--- src/rtl/wb_sched_pkg.sv ---
// Shared types and defaults for the writeback slot scheduler.
package wb_sched_pkg;

    localparam int unsigned DEPTH_DEF = 8;
    localparam int unsigned TAG_W_DEF = 5;

    // Latency field width: must hold the values 0..depth.
    function automatic int unsigned lat_w(input int unsigned depth);
        return $clog2(depth + 1);
    endfunction

    // One reservation slot; tags wider than TAG_W_DEF need this default raised.
    typedef struct packed {
        logic                 valid;
        logic [TAG_W_DEF-1:0] tag;
    } slot_t;

endpackage

--- src/rtl/wb_slot_sched_rr_arb2.sv ---
// rr_arb2: two-way round-robin arbiter. The pointer flips only when both
// requests are present, so uncontested grants leave the priority unchanged.
module rr_arb2 (
    input  logic       clk,
    input  logic       rst,
    input  logic [1:0] req,
    output logic [1:0] gnt_c
);

    logic ptr_q;
    logic ptr_d;

    // Grant selection and pointer update.
    always_comb begin
        gnt_c = req;
        ptr_d = ptr_q;
        if (req == 2'b11) begin
            gnt_c = ptr_q ? 2'b10 : 2'b01;
            ptr_d = ~ptr_q;
        end
    end

    // Pointer register; reset favours requester 0.
    always_ff @(posedge clk) begin
        if (rst) begin
            ptr_q <= 1'b0;
        end else begin
            ptr_q <= ptr_d;
        end
    end

endmodule

--- src/rtl/wb_slot_sched.sv ---
// wb_slot_sched: reserves the single register-file writeback slot L cycles
// ahead for two fixed-latency requesters and emits wb_valid/wb_tag when the
// reservation matures.
// Optional conflict-stall counter enabled by defining WB_SCHED_STATS_EN.
//
// Stored table entry i reserves the writeback of cycle now+1+i. Only DEPTH-1
// entries need storage: the furthest slot (now+DEPTH) can only be claimed by
// a grant made this cycle, and a latency-1 grant goes straight into the
// registered writeback output.
module wb_slot_sched
    import wb_sched_pkg::*;
#(
    parameter int unsigned DEPTH = DEPTH_DEF,
    parameter int unsigned TAG_W = TAG_W_DEF,
    parameter int unsigned LAT_W = lat_w(DEPTH)
) (
    input  logic             clk,
    input  logic             rst,
    input  logic             req0_valid,
    input  logic [LAT_W-1:0] req0_lat,
    input  logic [TAG_W-1:0] req0_tag,
    output logic             req0_ready,
    input  logic             req1_valid,
    input  logic [LAT_W-1:0] req1_lat,
    input  logic [TAG_W-1:0] req1_tag,
    output logic             req1_ready,
    input  logic             flush,
    output logic             wb_valid,
    output logic [TAG_W-1:0] wb_tag,
    output logic             busy,
    output logic             lat_err,
    output logic [31:0]      stall_cnt
);

    localparam int unsigned NSLOT = DEPTH - 1;

    slot_t [NSLOT-1:0] tab_q;
    slot_t [NSLOT-1:0] tab_d;
    logic              wb_valid_q;
    logic              wb_valid_d;
    logic [TAG_W-1:0]  wb_tag_q;
    logic [TAG_W-1:0]  wb_tag_d;
    logic              lat_err_q;
    logic              lat_err_d;

    logic       legal0;
    logic       legal1;
    logic       hit0;
    logic       hit1;
    logic       elig0;
    logic       elig1;
    logic       same_slot;
    logic       gnt0;
    logic       gnt1;
    logic [1:0] arb_req;
    logic [1:0] arb_gnt;

    // Latency legality, target-slot lookup and per-requester eligibility.
    always_comb begin
        legal0 = (req0_lat != '0) && (32'(req0_lat) <= DEPTH);
        legal1 = (req1_lat != '0) && (32'(req1_lat) <= DEPTH);
        hit0   = 1'b0;
        hit1   = 1'b0;
        for (int unsigned i = 0; i < NSLOT; i++) begin
            if (32'(req0_lat) == i + 1) hit0 = tab_q[i].valid;
            if (32'(req1_lat) == i + 1) hit1 = tab_q[i].valid;
        end
        elig0     = req0_valid && legal0 && !hit0 && !flush;
        elig1     = req1_valid && legal1 && !hit1 && !flush;
        same_slot = (req0_lat == req1_lat);
        arb_req   = same_slot ? {elig1, elig0} : 2'b00;
    end

    rr_arb2 u_arb (
        .clk   (clk),
        .rst   (rst),
        .req   (arb_req),
        .gnt_c (arb_gnt)
    );

    // Final grants: the arbiter only decides same-slot races.
    always_comb begin
        gnt0 = same_slot ? arb_gnt[0] : elig0;
        gnt1 = same_slot ? arb_gnt[1] : elig1;
    end

    assign req0_ready = gnt0;
    assign req1_ready = gnt1;

    // Any reservation still waiting in the table.
    always_comb begin
        busy = 1'b0;
        for (int unsigned i = 0; i < NSLOT; i++) begin
            busy = busy | tab_q[i].valid;
        end
    end

    // Table shift, grant insertion, writeback and flush.
    always_comb begin
        tab_d      = '0;
        wb_valid_d = tab_q[0].valid;
        wb_tag_d   = tab_q[0].valid ? TAG_W'(tab_q[0].tag) : wb_tag_q;
        lat_err_d  = lat_err_q | (req0_valid & ~legal0) | (req1_valid & ~legal1);

        for (int unsigned i = 0; i + 1 < NSLOT; i++) begin
            tab_d[i] = tab_q[i + 1];
        end
        for (int unsigned i = 0; i < NSLOT; i++) begin
            if (gnt0 && (32'(req0_lat) == i + 2)) begin
                tab_d[i] = '{valid: 1'b1, tag: TAG_W_DEF'(req0_tag)};
            end
            if (gnt1 && (32'(req1_lat) == i + 2)) begin
                tab_d[i] = '{valid: 1'b1, tag: TAG_W_DEF'(req1_tag)};
            end
        end

        if (gnt0 && (req0_lat == LAT_W'(1))) begin
            wb_valid_d = 1'b1;
            wb_tag_d   = req0_tag;
        end
        if (gnt1 && (req1_lat == LAT_W'(1))) begin
            wb_valid_d = 1'b1;
            wb_tag_d   = req1_tag;
        end

        // The slot writing back this cycle is already in the output register.
        if (flush) begin
            tab_d      = '0;
            wb_valid_d = 1'b0;
            wb_tag_d   = wb_tag_q;
        end
    end

    // State registers.
    always_ff @(posedge clk) begin
        if (rst) begin
            tab_q      <= '0;
            wb_valid_q <= 1'b0;
            wb_tag_q   <= '0;
            lat_err_q  <= 1'b0;
        end else begin
            tab_q      <= tab_d;
            wb_valid_q <= wb_valid_d;
            wb_tag_q   <= wb_tag_d;
            lat_err_q  <= lat_err_d;
        end
    end

    assign wb_valid = wb_valid_q;
    assign wb_tag   = wb_tag_q;
    assign lat_err  = lat_err_q;

`ifdef WB_SCHED_STATS_EN
    logic [31:0] stall_cnt_q;
    logic [31:0] stall_cnt_d;
    logic        stalled;

    // Saturating count of cycles where a legal request was held off.
    always_comb begin
        stalled     = (req0_valid && legal0 && !gnt0) || (req1_valid && legal1 && !gnt1);
        stall_cnt_d = stall_cnt_q;
        if (stalled && (stall_cnt_q != 32'hFFFF_FFFF)) begin
            stall_cnt_d = stall_cnt_q + 32'd1;
        end
    end

    // Stall counter register.
    always_ff @(posedge clk) begin
        if (rst) begin
            stall_cnt_q <= 32'd0;
        end else begin
            stall_cnt_q <= stall_cnt_d;
        end
    end

    assign stall_cnt = stall_cnt_q;
`else
    assign stall_cnt = 32'd0;
`endif

endmodule

--- config.mk ---
export PLATFORM = sky130hd
export DESIGN_NAME = wb_slot_sched
export DESIGN_NICKNAME = d
export VERILOG_FILES = /design/src/rtl/wb_sched_pkg.sv /design/src/rtl/wb_slot_sched_rr_arb2.sv /design/src/rtl/wb_slot_sched.sv
export SDC_FILE = /design/constraint.sdc
export NUM_CORES = 1
export LEC_CHECK = 0
export CORE_MARGIN = 1
export CORE_UTILIZATION = 30
export DETAILED_ROUTE_END_ITERATION = 10
export PLACE_DENSITY = 0.58
export SKIP_LAST_GASP = 1
export SLEW_MARGIN = 10
export SYNTH_ARGS = -nofsm -noshare
export SYNTH_HDL_FRONTEND = slang
export SYNTH_HIERARCHICAL = 1
export SYNTH_SLANG_ARGS = --single-unit
--- constraint.sdc ---
create_clock -name clk -period 3.2 [get_ports clk]
set_input_delay 0.32 -clock clk [delete_from_list [all_inputs] [get_ports clk]]
set_output_delay 0.32 -clock clk [all_outputs]
set_load 0.005 [all_outputs]
# Word level (Yosys, flattened, before mapping)
# Cells that the tools add are included.
# totals
reg_bits	50
input_bits	23
# classes
reduce_logical	32
muxes	38
eq_ne	18
bitwise_logic	14
order_cmp	2
# op_table
op	n
$mux W6	14
$eq A4 B3 Y1 const B	8
$logic_and A1 B1 Y1	24
$mux W1	18
$eq A4 B2 Y1 const B	4
$mux W5	3
$eq A4 B1 Y1 const B	2
$eq A4 B4 Y1 const B	2
$le A4 B4 Y1 const B	2
$or A1 B1 Y1	8
$reduce_bool A4 Y1	2
$mux W2	3
$eq A4 B4 Y1	1
$not A1 Y1	4
$logic_not A1 Y1	3
$reduce_bool A3 Y1	1
$and A1 B1 Y1	2
$eq A2 B2 Y1 const B	1
$reduce_and A2 Y1	1
$reduce_or A2 Y1	1

# Longest topological paths before layout
# Gate-level depths: netlist (run 1).
# logic_depth
ltp_word	18
mapped_depth	12

# By module
# The synthesis (run 1) kept the hierarchy.
# modules_own_cells
mod	n_inst	cells_per_inst	area_each_um2	seq_area_each_um2
wb_slot_sched	1	331	2926.6	980.9
rr_arb2	1	7	65.1	20.0

# Worst setup path before layout (run 1)
# Ideal clock, no wire load.
# synth_timing
kind	in2reg
startpoint	input req0_lat[2]
endpoint	register tab_q[0] in the netlist's numbering
arrival_ns	2.466
slack_ns	0.612
setup_time_ns	0.122
stages	10
cell_sequence	buf_2 -> xor2_1 -> nor4_4 -> and3b_1 -> a21boi_0 -> a22oi_2 -> or3_1 -> buf_2 -> mux2i_1 -> a21oi_1
# synth_between
elab_chain_len	18
word_cells_on_any_way	31
# synth_rtl
item	line_no	text
from (decl)	wb_slot_sched.sv:20	input logic [LAT_W-1:0] req0_lat,
$eq A4 B1 Y1	wb_slot_sched.sv:65	if (32'(req0_lat) == i + 1) hit0 = tab_q[i].valid;
$mux W1 (7 in a row)	wb_slot_sched.sv:65	
$logic_not A1 Y1	wb_slot_sched.sv:68	elig0 = req0_valid && legal0 && !hit0 && !flush;
$logic_and A1 B1 Y1 (2 in a row)	wb_slot_sched.sv:68	
$mux W2 (*)	wb_slot_sched.sv:71	arb_req = same_slot ? {elig1, elig0} : 2'b00;
net arb_req[0]	wb_slot_sched.sv:55	logic [1:0] arb_req;
$eq A2 B2 Y1	wb_slot_sched_rr_arb2.sv:17	if (req == 2'b11) begin
$mux W2 (*)	wb_slot_sched_rr_arb2.sv:17	
net arb_gnt[0]	wb_slot_sched.sv:56	logic [1:0] arb_gnt;
$mux W1 (*)	wb_slot_sched.sv:83	gnt0 = same_slot ? arb_gnt[0] : elig0;
$logic_and A1 B1 Y1 (*)	wb_slot_sched.sv:109	if (gnt0 && (32'(req0_lat) == i + 2)) begin
$mux W6 (*)	wb_slot_sched.sv:109	
$mux W6 (*)	wb_slot_sched.sv:112	if (gnt1 && (32'(req1_lat) == i + 2)) begin
to (signal assigned)	wb_slot_sched.sv:142	tab_q <= tab_d;
to (decl)	wb_slot_sched.sv:37	slot_t [NSLOT-1:0] tab_q;
# The timed path passes the listed nets; every way through them passes the cells marked *.
# A chain may end at the register's enable or synchronous reset.

# Worst setup path in the final report (run 1)
# layout_timing
startpoint	input req1_lat[3]
endpoint	output req1_ready
# layout_between
elab_chain_len	15
word_cells_on_any_way	26
# layout_rtl
item	line_no	text
from (decl)	wb_slot_sched.sv:24	input logic [LAT_W-1:0] req1_lat,
$eq A4 B1 Y1	wb_slot_sched.sv:66	if (32'(req1_lat) == i + 1) hit1 = tab_q[i].valid;
$mux W1 (7 in a row)	wb_slot_sched.sv:66	
$logic_not A1 Y1	wb_slot_sched.sv:69	elig1 = req1_valid && legal1 && !hit1 && !flush;
$logic_and A1 B1 Y1 (2 in a row)	wb_slot_sched.sv:69	
$mux W2 (*)	wb_slot_sched.sv:71	
net arb_req[1]	wb_slot_sched.sv:55	
$eq A2 B2 Y1	wb_slot_sched_rr_arb2.sv:17	
$mux W2 (*)	wb_slot_sched_rr_arb2.sv:17	
net arb_gnt[1]	wb_slot_sched.sv:56	
$mux W1 (*)	wb_slot_sched.sv:84	gnt1 = same_slot ? arb_gnt[1] : elig1;
to (decl)	wb_slot_sched.sv:26	output logic req1_ready,
# Marked as above.

==> summary.md, run 1 <==
| Metric | Value |
|---|---|
| Outcome | finished, final reports clean |
| Most common cell after layout, fill and taps aside | dfxtp_1 |
| Post-synthesis mux area share | a little over an eighth |
| Total power | between 1000 and 1500 uW |
| Crit path required time | about 2900 ps |
| Total gr overflow | 0 |
| LEAKAGE | 0.00158 uW |
| Per-cell routed wire length | around 13 um |
| First-pass GRT wire length | 11.5 mm |
| Clock slew at reported path FFs | about 90 ps |
| Number of synthesis warnings | 6 |
| FMAX | 327 MHz |
| Vias per inst | about 4.8 |
| Horiz. Die Dim | roughly 100 um |
| Register area share after synthesis | between 30% and 40% |
| Mapped cell area | between 2000 and 3000 sq um |
| Number of clock sinks | 50 |
| Slew Viols, Final | 0 |
| Core box area | between 9000 and 10000 sq um |
| First-iteration detailed-routing DRC count | 105 |
| Layout cells sized above 1 | a little under an eighth |
| FFs w/ async S/R, synth | 0% |
| IO Pins | 65 |
| TNS Setup | 0 ps |
| Die Footprint | roughly 10000 sq um |
| Commonest cells after routing, fill and taps aside | 50 x dfxtp_1, 35 x mux2i_1, 32 x conb_1 |
| Worst Setup Start Kind | primary input |
| Crit path DAT | approximately 2700 ps |
| Root Buffer | clkbuf_8 |
| Area delta synth->final | 16.4% |
| CTS Hold Buffers Added | 0 |
| Distinct cells, synth | 55 |
| Syn Area/Cell | a little under 9 sq um |
| Pin count of the biggest net entering global routing | 36 |
| Fill count | roughly 1000 |
| Max clock buf depth | 2 |
| Synth Area in XOR/XNOR | between 1 and 1.5% |
| Yosys reg bits | 50 |
| HPWL Detailed | ~5.3 mm |
| Final nets | around 400 |
| R2r setup slk | 650 ps |
| Pre-antenna DRT Iters | 4 |
| Max VDD drop | 144 uV |
| Hold Crit Class | register to register |
| Post-Synth Adder-Cell Area | 0% |
| Die Y | around 100 um |
| DRC viols | 0 |
| Tot GR Track Use | roughly 14% |
| Worst setup EP type | output port |
| Hold Fails Final Rpt | 0 |
| Post-Syn Instances | ~340 |
| Num rows | 36 |
| Layout Skew | 6.63 ps |
| Fin crit period | about 3100 ps |
| CTS tree | yes |
| Final wirelength | a little under 7 mm |
| Initial antenna violation count | 0 |
| Post-synthesis simple-gate area fraction | 16.6% |
| Initial Utilization | 30.7% |
| Vias in the first global route | around 2300 |
| Num CTS Buffers | 5 |
| Tcrit/Tclk final | around 96% |
| RSZ-0062 raised after global routing | yes |
| CTS H-tree lvls | 2 |
| Ant. Diodes | 0 |
| Routed vias | about 2500 |
| Routability cong. | about 0.84 |
| PwrDens | 337 nW/um^2 |
| Combinational family with the most area after synthesis | compound AO/OA/AOI/OAI gates |
| Buffers on Ports | 32 |
| Antenna viol nets, final | 0 |
| Max-cap violations | 0 |
| Final-report setup violation count | 0 |
| CP Class | primary input to output port |
| Worst-path fanout max | 6 |
| Post-synth top flop | dfxtp_1 |
| Worst skew pair latency | 300 ps |
| Post-synth EDFFs | 0 |
| Synth Area in Compound Gates | about a fifth |
-- metrics by stage --
step | worst slack (ps) | cell area (sq um) | cells | hold WS [ps] | utilization (%)
final | 140 | 3480 | 508 | 471 | 35.8
after global routing | -40.3 | 3480 | 508 | 508 | 35.8
after CTS | 81.0 | 3470 | 508 | 476 | 35.6
after detailed placement | -44.9 | 3380 | 500 | 463 | 34.7
after global placement | -10.8 | 3380 | 500 | 461 | 34.7
after floorplan | 612 | 3110 | 369 | 382 | -
-- logic make-up (layout without fill, tap and decap cells) --
logic type                after synthesis  in the layout
AOI/OAI and AO/OA                      99             99
DFF                                    50             50
buffers and inverters                  64             70
and+or+nand+nor                        79             79
muxes                                  40             40
other                                   1             32
xor gates and xnor gates                5              5
-- routing by layer --
| metal | GRT usage, % | wire (um) | vias up |
|---|---|---|---|
| met2 | 23.9 | 3240 | 66 |
| met1 | 18.1 | 3170 | 1156 |
| met5 | 0 | 0 | - |
| met4 | 3.52 | 92 | 0 |
| li1 | - | - | 1223 |
| met3 | 2.87 | 323 | 11 |
-- path summary, 6_finish.rpt --
| check | startpoint | cells past startpoint | end |
|---|---|---|---|
| min reg2reg | wb_tag[2]$_SDFFE_PP0P_ | 2 | wb_tag[2]$_SDFFE_PP0P_ |
| min | wb_tag[2]$_SDFFE_PP0P_ | 2 | wb_tag[2]$_SDFFE_PP0P_ |
| max reg2reg | tab_q[5]$_SDFF_PP0_ | 10 | wb_tag[2]$_SDFFE_PP0P_ |
| max | req1_lat[3] | 8 | req1_ready |
-- worst max-delay path, cell delays in order --
cell and delay, ps:
clkdlybuf4s50_1 510, xor2_1 230, nor4_4 360, and3_1 250, buf_4 130, a21boi_0 180, a22o_1 230, clkdlybuf4s50_1 530
-- repair_timing --
item	CTS	global route
gates resized for setup	1	5
endpoints found under the setup margin	1	2
buffers inserted	0	0
cloned	0	0
endpoints found under the hold margin	0	0
-- Yosys cell counts (2+ instances only) --
cell type | count | area (sq um)
and2_1 | 2 | 12.5
nor4_1 | 4 | 25.0
o21ai_1 | 15 | 75.1
a31oi_1 | 6 | 37.5
or3_1 | 3 | 18.8
a21boi_0 | 3 | 22.5
dfxtp_1 | 50 | 1000
nor3_1 | 9 | 45.0
mux2i_1 | 35 | 350
buf_2 | 10 | 50.1
nand4_2 | 2 | 25.0
or2_1 | 2 | 12.5
buf_4 | 35 | 263
xor2_1 | 5 | 43.8
and3b_1 | 2 | 17.5
a211oi_1 | 2 | 15.0
mux2_1 | 5 | 56.3
nand3b_1 | 2 | 15.0
nand2b_1 | 12 | 75.1
nor3b_1 | 3 | 22.5
inv_1 | 7 | 26.3
and3_1 | 3 | 18.8
nor2_1 | 13 | 48.8
o211a_1 | 5 | 50.1
nand2_1 | 8 | 30.0
buf_6 | 5 | 56.3
inv_2 | 2 | 7.51
o21ai_0 | 17 | 85.1
a32oi_1 | 5 | 43.8
o22ai_1 | 2 | 12.5
nor2b_1 | 3 | 18.8
a21oi_2 | 3 | 26.3
nand3_1 | 2 | 10.0
nand4b_1 | 2 | 17.5
a22oi_1 | 2 | 15.0
clkbuf_1 | 3 | 11.3
a21oi_1 | 31 | 155
-- cell type report --
class	instances	area, sq um	share of cell area [%]
inverter	9	33.8	0.971
clock inverter	1	5.00	0.144
sequential	50	1000	28.8
timing repair buffer	53	500	14.4
clock buffer	7	86.3	2.48
tap	133	166	4.78
multi-input combinational	255	1690	48.5
-- power breakdown --
group | internal, uW | leakage (uW) | switching (uW)
Clock | 175 | 0.0000482 | 203
Sequential | 625 | 0.000403 | 1.55
Combinational | 73.7 | 0.00113 | 93.8
Total | 873 | 0.00158 | 298
-- registers in the layout, indices dropped and copies added, names as in the netlist --
signal	count
tab_q	42
wb_tag	5
lat_err	1
u_arb/ptr_q	1
wb_valid	1
No activity file was read; power rests on OpenSTA's default activity.
==> run 2, diff against run 1 <==
--- a/config.mk
+++ b/config.mk
@@ -5,7 +5,6 @@
 export SDC_FILE = /design/constraint.sdc
 export NUM_CORES = 1
 export LEC_CHECK = 0
-export CORE_MARGIN = 1
 export CORE_UTILIZATION = 30
 export DETAILED_ROUTE_END_ITERATION = 10
 export PLACE_DENSITY = 0.58
==> constraint.sdc (replaced) <==
create_clock -name clk -period 3.55 [get_ports clk]
set_input_delay 0.355 -clock clk [delete_from_list [all_inputs] [get_ports clk]]
set_output_delay 0.355 -clock clk [all_outputs]
set_load 0.005 [all_outputs]
==> summary.md, run 2 (synthesis gave the netlist of run 1 again) <==
| Metric | Value |
|---|---|
| Vias in the first global route | 2400 (+2.5%) |
| Total power | 1070 uW (-8.2%) |
| TNS Setup | 0 ps (unchanged) |
| Final-report setup violation count | 0 (unchanged) |
| First-pass GRT wire length | 11.7 mm (+2.3%) |
| Commonest cells after routing, fill and taps aside | 50 x dfxtp_1, 35 x mux2i_1, 32 x conb_1, 32 x clkdlybuf4s50_1, 31 x a21oi_1 |
| Crit path required time | 3190 ps (+310 ps) |
| Max clock buf depth | 2 (unchanged) |
| Initial antenna violation count | 0 (unchanged) |
| Worst-path cell chain | clkdlybuf4s50_1, or2_1, nor4_1, o22ai_1, and3_1, a21boi_1, a22oi_2, inv_2, clkdlybuf4s50_1 |
| Tot GR Track Use | 14.4% (+0.40 points) |
| Per-cell routed wire length | 14.2 um (+5.5%) |
| Max reg flops | 42 (unchanged) |
| Clock slew at reported path FFs | 90 ps (about the same) |
| Hold Fails Final Rpt | 0 (unchanged) |
| Slowest Stage Delay on Critical Path | 570 ps (+40 ps) |
| Sequential cell area | 1000 sq um (unchanged) |
| Max-cap violations | 0 (unchanged) |
| Most common cell after layout, fill and taps aside | dfxtp_1 |
| Die Y | 102 um (unchanged) |
| CTS tree | yes |
| GRT met1 Usage | 18.5% (+0.41 points) |
| Finished layout cell area | 3390 sq um (-2.7%) |
| Worst Setup Start Kind | primary input |
| LEAKAGE | 0.00150 uW (-5.4%) |
| Met2 usage | 25.2% (+1.2 points) |
| Layout Skew | 9.63 ps (+3.01 ps) |
| HPWL Detailed | 5.29 mm (+0.28%) |
| Ant. Diodes | 0 (unchanged) |
| Routability cong. | 0.803 (-4.2%) |
| RSZ-0062 raised after global routing | no |
| CP Class | primary input to output port |
| Outcome | finished, final reports clean |
| Setup bufs post-CTS | 0 (unchanged) |
| FMAX | approximately 300 MHz |
| Horiz. Die Dim | 102 um (unchanged) |
| Worst r2r path cells | 10 (unchanged) |
| Largest Register | tab_q |
| Root Buffer | clkbuf_8 |
| Fill count | 1036 (+1.7%) |
| Area occupied by multi-input gates | 1680 sq um (-0.22%) |
| Hold path cells | 2 (unchanged) |
| Max VDD drop | 124 uV (-14%) |
| Worst-Margin Slew | about 490 ps |
| Slew margin rel. | 66.8% |
| Total gr overflow | 0 (unchanged) |
| Layout cells sized above 1 | 9.32% (-2.4 points) |
| Routed vias | 2434 (-0.90%) |
| Worst R2R Start | tab_q[11]$_SDFF_PP0_ |
| Worst skew pair latency | 310 ps (about the same) |
| Pin count of the biggest net entering global routing | 36 (unchanged) |
| PwrDens | 317 nW/um^2 (-5.7%) |
| Area delta synth->final | 13.3% |
| Reg2reg end | tab_q[25]$_SDFF_PP0_ |
| Tcrit/Tclk final | a little over nine tenths |
| Num rows | 36 (unchanged) |
| DRC viols | 0 (unchanged) |
| Antenna viol nets, final | 0 (unchanged) |
| Worst-path fanout max | 8 (+2) |
| Number of clock sinks | 50 (unchanged) |
| Gr busiest metal | met2 |
| Vias per inst | 4.89 (+1.1%) |
| IO Pins | 65 (unchanged) |
| CP most frequent cell | clkdlybuf4s50_1 |
| First-iteration detailed-routing DRC count | 71 (-32%) |
| Met3 Use GR | 3.21% (+0.34 points) |
| CTS H-tree lvls | 2 (unchanged) |
| Num CTS Buffers | 5 (unchanged) |
| Fin crit period | approximately 3300 ps |
| R2r setup slk | 950 ps (+300 ps) |
| Crit path DAT | 2970 ps (+230 ps) |
| Hold_sp | wb_tag[0]$_SDFFE_PP0P_ |
| Worst setup EP type | output port |
| Final nets | 387 (-2.5%) |
| Post-place instance area | 3290 sq um (-2.6%) |
| Hold Crit Class | register to register |
| Critical path's slowest cell | clkdlybuf4s50_1 |
| Initial Utilization | 30.7% (unchanged) |
| Buffers on Ports | 32 (unchanged) |
| Delay-heaviest family, CP | buffers and inverters |
| Final wirelength | 7.05 mm (+3.4%) |
| Pre-antenna DRT Iters | 4 (unchanged) |
| CP bufs+invs | 3 (unchanged) |
| Slew Viols, Final | 0 (unchanged) |
| Die Footprint | 10400 sq um (unchanged) |
| Core box area | 9730 sq um (unchanged) |
| Min-Delay Endpoint | wb_tag[0]$_SDFFE_PP0P_ |
## run 2: cell count changes in the layout (fill, tap and decap cells not counted), sizes merged
cell	delta
buf	-10
clkbuf	-1
dlymetal6s2s	-4
clkinv	+1
clkdlybuf4s50	+4
## run 2: worst max-delay path by stage
stage | startpoint | to | slack (ps) | cells past startpoint
after floorplan | req0_lat[2] | tab_q[0]$_SDFF_PP0_ | 930 | 10
after global routing | req1_lat[2] | req0_ready | 10 | 9
after global placement | req1_lat[2] | req0_ready | 190 | 9
final | req1_lat[2] | req0_ready | 220 | 9
after CTS | req1_lat[2] | req0_ready | 130 | 9
after detailed placement | req1_lat[2] | tab_q[2]$_SDFF_PP0_ | 150 | 10
## run 2: repair_timing
| item | 4_1_cts | 5_1_grt |
|---|---|---|
| endpoints found under the hold margin | 0 | 0 |
| hold buffers | 0 | 0 |
| resized for setup | 0 | 1 |
| endpoints found under the setup margin | 0 | 1 |
## run 2: cell type report
class                           instances  share of cell area, %
Clock inverter                          2                  0.517
Multi-Input combinational cell        255                   49.7
Timing Repair Buffer                   43                   11.9
Clock buffer                            6                   2.44
Tap cell                              133                   4.91
Sequential cell                        50                   29.5
Inverter                                9                  0.997
## run 2: report_power, final
| part | leakage (uW) | internal (uW) | switching, uW | total, uW |
|---|---|---|---|---|
| clock network | 0.0000514 | 161 | 204 | 365 |
| logic | 0.00104 | 60.4 | 84.3 | 145 |
| registers | 0.000403 | 563 | 1.37 | 565 |
## run 2: worst min-delay path, cell delays in order, from the launching register on
cell      delay (ps)
dfxtp_1          320
nand2b_1          60
o21ai_1           50
## run 2: stage by stage
| stage | hold WS [ps] | setup WS [ps] | cells | utilization [%] |
|---|---|---|---|---|
| 2_1_floorplan | 417 | 927 | 369 | - |
| 3_3_place_gp | 454 | 189 | 490 | 33.8 |
| 3_5_place_dp | 459 | 146 | 490 | 33.8 |
| 4_1_cts | 475 | 125 | 498 | 34.8 |
| 5_1_grt | 502 | 11.1 | 498 | 34.8 |
| 6_report | 472 | 223 | 498 | 34.8 |
## run 2: metal layers
metal	wire length, um	up-vias
met5	0	-
met4	78	0
met3	348	7
met2	3330	59
met1	3290	1156
li1	-	1212
==> run 3, diff against run 2 <==
--- a/config.mk
+++ b/config.mk
@@ -5,6 +5,7 @@
 export SDC_FILE = /design/constraint.sdc
 export NUM_CORES = 1
 export LEC_CHECK = 0
+export CAP_MARGIN = 40
 export CORE_UTILIZATION = 30
 export DETAILED_ROUTE_END_ITERATION = 10
 export PLACE_DENSITY = 0.58
@@ -12,5 +13,4 @@
 export SLEW_MARGIN = 10
 export SYNTH_ARGS = -nofsm -noshare
 export SYNTH_HDL_FRONTEND = slang
-export SYNTH_HIERARCHICAL = 1
 export SYNTH_SLANG_ARGS = --single-unit
==> summary.md, run 3 <==
| Metric | Value |
|---|---|
| Total gr overflow | 0 (unchanged) |
| Post-synth EDFFs | 0 (unchanged) |
| Final-report setup violation count | 0 (unchanged) |
| Number of synthesis warnings | 0 (-6) |
| Worst-path cell chain | clkdlybuf4s50_1, and3b_2, nor4_2, a211oi_2, a211oi_4, clkdlybuf4s50_1 |
| Distinct cells, synth | 53 (-3.6%) |
| Worst-Margin Slew | 699 ps (+204 ps) |
| DRC viols | 0 (unchanged) |
| Crit path DAT | 2930 ps (-40 ps) |
| Antenna viol nets, final | 0 (unchanged) |
| Outcome | finished, final reports clean |
| Largest Register | tab_q |
| Horiz. Die Dim | 103 um (+0.74%) |
| Post-Syn Instances | 345 (+2.1%) |
| CP Class | primary input to output port |
| Commonest cells in the netlist | 50 x dfxtp_1, 39 x a21oi_1, 34 x buf_4, 33 x mux2i_1, 31 x o21ai_0 |
| Slew margin rel. | 52.2% (-15 points) |
| Area delta synth->final | 10.4% |
| Worst Setup Start Kind | primary input |
| Reg2reg end | wb_tag[3]$_SDFFE_PP0P_ |
| Worst skew pair latency | 290 ps (-20 ps) |
| Per-cell routed wire length | 13.7 um (-3.2%) |
| Max-cap violations | 0 (unchanged) |
| Commonest cells after routing, fill and taps aside | 50 x dfxtp_1, 39 x a21oi_1, 33 x mux2i_1 |
| CTS H-tree lvls | 2 (unchanged) |
| First-iteration detailed-routing DRC count | 85 (+20%) |
| PwrDens | 316 nW/um^2 (-0.51%) |
| Post-cts repair resize count | 0 (unchanged) |
| Sequential cell area | 1000 sq um (unchanged) |
| Tot GR Track Use | 13.3% (-1.1 points) |
| Max VDD drop | 166 uV (+33%) |
| Hold Fails Final Rpt | 0 (unchanged) |
| Pin count of the biggest net entering global routing | 32 (-11%) |
| Vias per inst | 4.79 (-1.9%) |
| Worst r2r path cells | 7 (-3) |
| Mapped cell area | 3040 sq um (+1.5%) |
| Yosys reg bits | 50 (unchanged) |
| Hold Crit Class | register to register |
| Max reg flops | 42 (unchanged) |
| FFs w/ async S/R, synth | 0% (unchanged) |
| Clock slew at reported path FFs | 90 ps (about the same) |
| Routability cong. | 0.832 (+3.6%) |
| Layout cells sized above 1 | 10.3% (+0.99 points) |
| IO Pins | 65 (unchanged) |
| Fin crit period | 3290 ps (-37.9 ps) |
| Slew Viols, Final | 0 (unchanged) |
| Die Y | 103 um (+0.74%) |
| Setup bufs post-CTS | 0 (unchanged) |
| Total power | 1060 uW (-1.5%) |
| Min-Delay Endpoint | wb_tag[1]$_SDFFE_PP0P_ |
| Worst R2R Start | tab_q[17]$_SDFF_PP0_ |
| Die Footprint | 10500 sq um (+1.5%) |
| FMAX | 304 MHz (+1.2%) |
| Syn Area/Cell | 8.80 sq um (-0.55%) |
| CTS Hold Buffers Added | 0 (unchanged) |
| Layout Skew | 6.52 ps (-3.11 ps) |
| Number of clock sinks | 50 (unchanged) |
| TNS Setup | 0 ps (unchanged) |
| CTS tree | yes |
| Register area share after synthesis | 33.0% (-0.50 points) |
| Critical path's slowest cell | clkdlybuf4s50_1 |
| RSZ-0062 raised after global routing | no |
| Share of the synthesized area in the top cell type | 33.0% (-0.50 points) |
| Buffers on Ports | 32 (unchanged) |
| Pre-antenna DRT Iters | 6 (+2) |
| Vias in the first global route | 2211 (-7.9%) |
| Routed vias | 2359 (-3.1%) |
| Fill count | 1033 (-0.29%) |
| Hold path cells | 1 (-1) |
| Hold_sp | wb_tag[1]$_SDFFE_PP0P_ |
| Most common cell after layout, fill and taps aside | dfxtp_1 |
| Num rows | 36 (unchanged) |
| Initial Utilization | 31.1% (+0.32 points) |
| R2r setup slk | 1020 ps (+70 ps) |
| Area occupied by multi-input gates | 1700 sq um (+1.1%) |
| Most frequent cell after synthesis | dfxtp_1 |
| Worst-path fanout max | 14 (+6) |
| Root Buffer | clkbuf_8 |
| HPWL Detailed | 5.13 mm (-3.0%) |
| Core box area | 9770 sq um (+0.46%) |
| Max clock buf depth | 2 (unchanged) |
| LEAKAGE | 0.00119 uW (-21%) |
| Worst setup EP type | output port |
| Post-synth top flop | dfxtp_1 |
| Final wirelength | 6.75 mm (-4.4%) |
| Initial antenna violation count | 0 (unchanged) |
| Ant. Diodes | 0 (unchanged) |
| CP most frequent cell | clkdlybuf4s50_1 |
| First-pass GRT wire length | 11.0 mm (-6.5%) |
| Slowest Stage Delay on Critical Path | 670 ps (+100 ps) |
| Final nets | 381 (-1.6%) |
| Synth area leader | dfxtp_1 |
| Crit path required time | 3190 ps (about the same) |
| Num CTS Buffers | 5 (unchanged) |
| Tcrit/Tclk final | 92.6% (-1.1 points) |
| Top cells by area, synth | dfxtp_1 33%, mux2i_1 11%, buf_4 8.4% |
-- run 3: cell count changes in the layout (fill, tap and decap cells not counted), moves of 7 or more --
cell / change
o21ai_0: +14
a21oi_1: +8
o21ai_1: -15
nor2_1: +7
buf_4: -7
-- run 3: logic make-up (layout without fill, tap and decap cells) --
| family | count (synthesis) | after routing | share of synthesized area [%] |
|---|---|---|---|
| buffers and inverters | 72 | 55 | 14.8 |
| DFF | 50 | 50 | 33.0 |
| other | 1 | 32 | 0.123 |
| xor gates and xnor gates | 6 | 6 | 1.73 |
| muxes | 33 | 33 | 10.9 |
| and+or+nand+nor | 73 | 73 | 14.3 |
| AOI/OAI and AO/OA | 110 | 110 | 25.2 |
-- run 3: how the worst max path moves through the flow --
stage / startpoint / end / slack, ps / depth (start not counted)
after floorplan: req1_lat[3] / wb_tag[1]$_SDFFE_PP0P_ / 1310 / 9
after global placement: req0_lat[1] / req1_ready / 340 / 6
after detailed placement: req0_lat[1] / tab_q[8]$_SDFF_PP0_ / 240 / 8
after CTS: req0_lat[1] / req1_ready / 250 / 6
after global routing: req0_lat[1] / req1_ready / 100 / 6
final: req0_lat[1] / req1_ready / 260 / 6
-- run 3: stage by stage --
step | util [%] | hold slack [ps] | instances | instance area, sq um | worst slack [ps]
6_report | 34.3 | 493 | 492 | 3350 | 261
5_1_grt | 34.3 | 514 | 492 | 3350 | 102
4_1_cts | 34.3 | 496 | 492 | 3350 | 252
3_5_place_dp | 33.4 | 475 | 484 | 3260 | 239
3_3_place_gp | 33.4 | 471 | 484 | 3260 | 343
2_1_floorplan | - | 457 | 376 | 3150 | 1310
-- run 3: worst max-delay path: cells and delay by family --
kind	cells	cell delay (ps)
buffers and inverters	2	1270
AND/OR/NAND/NOR	2	710
AO/OA/AOI/OAI	2	600
-- run 3: cell type report --
cell class / count / area share [%]
tap: 133 / 4.96
inverter: 11 / 1.23
sequential: 50 / 29.9
clock buffer: 7 / 2.57
multi-input combinational: 254 / 50.8
clock inverter: 1 / 0.149
timing repair buffer: 36 / 10.4
-- run 3: report_power, final --
group / total [uW] / internal (uW) / switching, uW
clock network: 334 / 158 / 177
logic: 156 / 63.2 / 93.1
registers: 568 / 565 / 2.54
-- run 3: routing by layer --
layer / track usage (%) / share of wire, % / up-vias
li1: - / - / 1201
met1: 16.4 / 47 / 1098
met2: 23.9 / 49 / 53
met3: 2.37 / 3.4 / 7
met4: 3.30 / 0.86 / 0
met5: 0 / 0 / -
